===== src/rtl/x_word_bridge.sv =====
// UART command bridge: 'W' + 4 bytes loads o_data atomically, 'R' streams a
// snapshot of i_data LSB-first, 'C' clears o_data. Payloads abort on inter-byte timeout.
module x_word_bridge #(
    parameter int unsigned p_timeout = 960000
) (
    input  logic        i_clk,
    input  logic        i_rst,
    input  logic        i_rx_valid,
    input  logic [7:0]  i_rx_byte,
    output logic        o_tx_valid,
    output logic [7:0]  o_tx_byte,
    input  logic        i_tx_ready,
    output logic [31:0] o_data,
    input  logic [31:0] i_data,
    output logic        o_busy
);

    localparam int unsigned cnt_w = $clog2(p_timeout) + 1;
    localparam logic [cnt_w-1:0] cnt_last = cnt_w'(p_timeout - 1);

    localparam logic [7:0] cmd_write = 8'h57;
    localparam logic [7:0] cmd_read  = 8'h52;
    localparam logic [7:0] cmd_clear = 8'h43;

    typedef enum logic [1:0] {
        st_idle,
        st_payload,
        st_send
    } state_t;

    state_t           state_q, state_n;
    logic [1:0]       idx_q, idx_n;
    logic [cnt_w-1:0] cnt_q, cnt_n;
    logic [31:0]      shadow_q, shadow_n;
    logic [31:0]      snap_q, snap_n;
    logic [31:0]      data_q, data_n;

    // State and datapath registers
    always_ff @(posedge i_clk or posedge i_rst) begin
        if (i_rst) begin
            state_q  <= st_idle;
            idx_q    <= 2'd0;
            cnt_q    <= '0;
            shadow_q <= 32'd0;
            snap_q   <= 32'd0;
            data_q   <= 32'd0;
        end else begin
            state_q  <= state_n;
            idx_q    <= idx_n;
            cnt_q    <= cnt_n;
            shadow_q <= shadow_n;
            snap_q   <= snap_n;
            data_q   <= data_n;
        end
    end

    // Next-state and datapath update
    always_comb begin
        state_n  = state_q;
        idx_n    = idx_q;
        cnt_n    = cnt_q;
        shadow_n = shadow_q;
        snap_n   = snap_q;
        data_n   = data_q;

        case (state_q)
            st_idle: begin
                if (i_rx_valid) begin
                    case (i_rx_byte)
                        cmd_write: begin
                            state_n  = st_payload;
                            idx_n    = 2'd0;
                            cnt_n    = '0;
                            shadow_n = 32'd0;
                        end
                        cmd_read: begin
                            state_n = st_send;
                            idx_n   = 2'd0;
                            snap_n  = i_data;
                        end
                        cmd_clear: data_n = 32'd0;
                        default: ;
                    endcase
                end
            end

            st_payload: begin
                if (i_rx_valid) begin
                    shadow_n[{idx_q, 3'b000} +: 8] = i_rx_byte;
                    cnt_n = '0;
                    if (idx_q == 2'd3) begin
                        // Publish the whole word on the edge that stores the last byte
                        data_n  = {i_rx_byte, shadow_q[23:0]};
                        idx_n   = 2'd0;
                        state_n = st_idle;
                    end else begin
                        idx_n = idx_q + 2'd1;
                    end
                end else if (cnt_q == cnt_last) begin
                    cnt_n   = '0;
                    idx_n   = 2'd0;
                    state_n = st_idle;
                end else begin
                    cnt_n = cnt_q + cnt_w'(1);
                end
            end

            st_send: begin
                if (i_tx_ready) begin
                    if (idx_q == 2'd3) begin
                        idx_n   = 2'd0;
                        state_n = st_idle;
                    end else begin
                        idx_n = idx_q + 2'd1;
                    end
                end
            end

            default: begin
                state_n = st_idle;
                idx_n   = 2'd0;
                cnt_n   = '0;
            end
        endcase
    end

    // Outputs decode directly from registered state
    assign o_busy     = (state_q != st_idle);
    assign o_tx_valid = (state_q == st_send);
    assign o_tx_byte  = o_tx_valid ? 8'(snap_q >> {idx_q, 3'b000}) : 8'h00;
    assign o_data     = data_q;

endmodule


===== config.mk =====
export PLATFORM = sky130hd
export DESIGN_NAME = x_word_bridge
export DESIGN_NICKNAME = d
export VERILOG_FILES = /design/src/rtl/x_word_bridge.sv
export SDC_FILE = /design/constraint.sdc
export NUM_CORES = 1
export LEC_CHECK = 0
export CORE_ASPECT_RATIO = 1.25
export CORE_UTILIZATION = 30
export CTS_BUF_LIST = sky130_fd_sc_hd__clkbuf_2 sky130_fd_sc_hd__clkbuf_4 sky130_fd_sc_hd__clkbuf_8
export DETAILED_ROUTE_END_ITERATION = 10
export PLACE_DENSITY = 0.61
export RECOVER_POWER = 25
export SLEW_MARGIN = 10
export SYNTH_ARGS = -nofsm -noshare
export SYNTH_HDL_FRONTEND = slang
export SYNTH_SLANG_ARGS = --single-unit

===== constraint.sdc =====
create_clock -name i_clk -period 4.18 [get_ports i_clk]
set_input_delay 0.627 -clock i_clk [delete_from_list [all_inputs] [get_ports i_clk]]
set_output_delay 0.627 -clock i_clk [all_outputs]
set_load 0.01 [all_outputs]

==> impl_summary.log <==
[metrics] fraction of power consumed by the clock network: 0.317
[metrics] largest net degree at the start of global routing: 76
[metrics] Post-DRT Antenna Nets: 0
[metrics] Sw Share: 0.321
[metrics] final cell count without fillers: 825
[metrics] number of nets in the synthesized netlist: between 500 and 600
[metrics] Area growth syn-to-layout: 28.1%
[metrics] count of TritonRoute iterations in the first routing pass: 4
[metrics] routed via count: 4116
[metrics] unrepaired setup endpoints after global routing: false
[metrics] wire length of the first global-routing pass: 21.0 mm
[metrics] number of warnings printed during yosys synthesis: 0
[metrics] PostCTS Resize Cnt: 0
[metrics] clock latency of the later-clocked register in the worst-skew pair: 0.45 ns
[metrics] synthesized area per cell: 10.6 µm²
[metrics] most common cell in the synthesized netlist: dfrtp_1
[metrics] library cell occupying the most area in the post-synthesis netlist: dfrtp_1
[metrics] class of the tightest hold or removal check: reg2reg
[metrics] final worst-path cycle share: 0.752
[metrics] worst stage delay on the critical path: 0.83 ns
[metrics] total length of routed wires: 12.4 mm
[metrics] cell area reported after detailed placement: around 6500 µm²
[metrics] placeable core region: 17500 µm²
[metrics] type of the worst setup path: reg2out
[metrics] Port Buf Inserts: 85
[metrics] Slew HR: 0.367
[metrics] via count of the first global-routing pass: around 4200
[metrics] max-slew violation total from the final report: 0
[metrics] part of the power in combinational logic: 0.293
[metrics] fraction of registers with async set or reset after synthesis: 1.00
[metrics] share of cells above drive strength 1: 0.153
[metrics] Post-synth top cells: dfrtp_1 (113), nand2_1 (101), mux2_2 (32)
[metrics] gate family responsible for the most delay along the worst path: flip-flops
[metrics] number of clock buffers inserted by TritonCTS: 17
[metrics] weighted congestion at the end of routability-driven global placement: around 0.81
[metrics] number of flip-flops and latches in the synthesized netlist: between 100 and 150
[metrics] cell area after layout: about 6900 µm²
[metrics] final-report hold violation count: 0
[metrics] antenna diode count: 0
[metrics] root buffer cell: clkbuf_8
[metrics] Max H-tree Level: 4
[metrics] sequential cell area fraction in the yosys report: 0.525
[metrics] layout net count: 643
[metrics] Max Clock Freq: 318 MHz
[metrics] area occupied by multi-input gates: 2360 µm²
[metrics] outcome: completed
[metrics] area enclosed by the die boundary: approximately 18000 µm²
[metrics] Final Skew: 0.0137 ns
[metrics] leakage power total: about 3 nW
[metrics] arrival time reported for the critical path endpoint: 2.52 ns
[metrics] Area contributors post-synth: dfrtp_1 (52%), nand2_1 (7.0%), mux2_2 (6.7%)
[metrics] initial cell density of the core: 0.308
[metrics] Mapped Cells: roughly 500
[metrics] IO Count: 86
[metrics] internal power: 0.00243 W
[metrics] area share of the leading cell type in the synthesized netlist: 0.525
[metrics] peak ir drop on the vdd network: 188 µV
[metrics] sequential fraction of design power: 0.390
[metrics] number of clock sinks: roughly 110
[metrics] Post-CTS Hold Buffers: 0
[metrics] average wire per standard cell: 15.1 µm
[metrics] count of final setup violators: 0
[metrics] post-route minimum period: 3.14 ns
[metrics] antenna violations before repair: 0
[metrics] number of rows in the core area: 54
[metrics] count of buffer and inverter cells on the critical path: 1
[metrics] Synth cell types: 50
[metrics] transition at the pin with the smallest max-transition slack: around 0.95 ns
[metrics] footprint of the flip-flops and latches: 2830 µm²
[metrics] sequence of cells on the critical path: mux4_2 -> and2_1 -> clkdlybuf4s50_1
[metrics] post-route total power: 0.00358 W
[metrics] Crit path required time: 3.55 ns
[metrics] Overall Global Routing Usage: 0.146
[metrics] share of the core filled with cells: 0.394
[metrics] count of fill cells added during filler insertion: 1678
[metrics] global-route congestion overflow total: 0
[metrics] clock transition at the registers of the reported paths: approximately 0.070 ns
[metrics] violation count after the first detailed-routing iteration: 191
[metrics] Power Dens Cells: 518 nW/µm²
[metrics] detailed-route vias per instance: 4.99
[metrics] net switching component of the power: around 0.0011 W
[metrics] post-synth design cell area: around 5400 µm²
[metrics] most frequently used flop master after synthesis: dfrtp_1
[metrics] Die H: between 150 and 200 µm
[metrics] horizontal extent of the die: roughly 120 µm
[metrics] crit path capture type: primary output
[metrics] Max Cap Violations: 0
[metrics] Post-CTS Setup Bufs: 0
[metrics] crit start category: flop
[metrics] Placed Cells incl. Taps: 795
[metrics] number of enable-type register cells in the synthesized netlist: 0
[metrics] peak fanout along the critical path: 14
[metrics] CTS tree: built
[metrics] buffer depth of the longest clock path: 2
[metrics] Detailed Place HPWL: 8.68 mm
[metrics] remaining routing DRC violations: 0
[metrics] slowest stage cell on the critical path: dfrtp_1
[metrics] Final TNS setup: 0 ns
worst min-delay path, cell delays in order, from the launching register on:
cell and delay (ns):
dfrtp_1 0.35, nand2_1 0.04, o21ai_0 0.06
through the flow:
stage                     hold WS [ns]  worst slack [ns]
after global routing             0.513             0.882
final                            0.483              1.04
after floorplan                  0.452             0.566
after global placement           0.463              1.02
after detailed placement         0.474             0.901
after CTS                        0.488             0.971
cells in the final DEF, fill, tap and decap left out, types with 3 or more instances in the layout:
cell type,netlist,final
dfrtp_1,113,113
nand2_1,101,101
clkdlybuf4s50_1,0,84
mux2_2,32,32
o21ai_0,28,28
o31ai_1,25,25
inv_1,24,23
clkbuf_8,0,20
mux2i_1,18,18
nor2_1,12,12
and2_1,12,12
nand3_1,11,11
ha_1,9,9
mux4_2,8,8
a22o_1,7,7
buf_4,0,7
nand4_1,6,6
nor3_1,6,6
o21ai_1,7,6
and3_1,5,5
a31oi_1,5,5
a21oi_1,5,5
o21ai_2,4,4
bufinv_16,0,4
and4_1,3,3
nor4b_1,3,3
a2bb2oi_1,3,3
nor4_1,3,3
or3_1,3,3
clkinv_2,0,3
power groups by stage:
stage,Clock (W),Combinational [W],Sequential (W)
after floorplan,0,0.000617,0.00141
after global placement,0,0.00104,0.00141
after detailed placement,0,0.00106,0.00142
after CTS,0.00116,0.00106,0.00140
after global routing,0.00122,0.00116,0.00142
final,0.00113,0.00105,0.00140
worst paths after layout:
kind	cells past startpoint	end	slack [ns]	start
worst max register to register	7	shadow_q[13]	1.39	state_q[1]
worst min register to register	2	o_data[28]	0.48	o_data[28]
worst max-delay path	3	o_tx_byte[5]	1.04	idx_q[0]
max in group asynchronous	3	snap_q[6]	2.43	i_rst
min in group asynchronous	2	shadow_q[1]	0.86	i_rst
worst min-delay path	2	o_data[28]	0.48	o_data[28]
kinds of logic (layout without fill, tap and decap cells):
group           count (synthesis)  count (layout)  share of synthesized area
xor+xnor                        1               1                    0.00163
simple gates                  178             178                      0.157
flops                         113             113                      0.525
buf+inv                        52             146                     0.0383
mux                            58              58                      0.134
compound gates                 96              96                      0.123
fa+ha+maj                       9               9                     0.0209
layer usage:
metal / global-route usage / routed length [µm] / vias to the layer above
li1: - / - / 1959
met1: 0.180 / 5410 / 2020
met2: 0.232 / 6080 / 118
met3: 0.0492 / 706 / 19
met4: 0.0570 / 223 / 0
met5: 0 / 0 / -
layout make-up:
class / instances / share of cell area
clock buffers: 20 / 0.0399
clock inverters: 10 / 0.0230
inverters: 24 / 0.0134
multi-input cells: 342 / 0.342
flip-flops and latches: 113 / 0.410
well taps: 224 / 0.0406
repair buffers: 92 / 0.131
flip-flops by register name (all words and copies together) (netlist names):
| register | flops |
|---|---|
| o_data | 32 |
| snap_q | 32 |
| shadow_q | 24 |
| cnt_q | 21 |
| idx_q | 2 |
| state_q | 2 |
(Power assumes the default switching activity.)
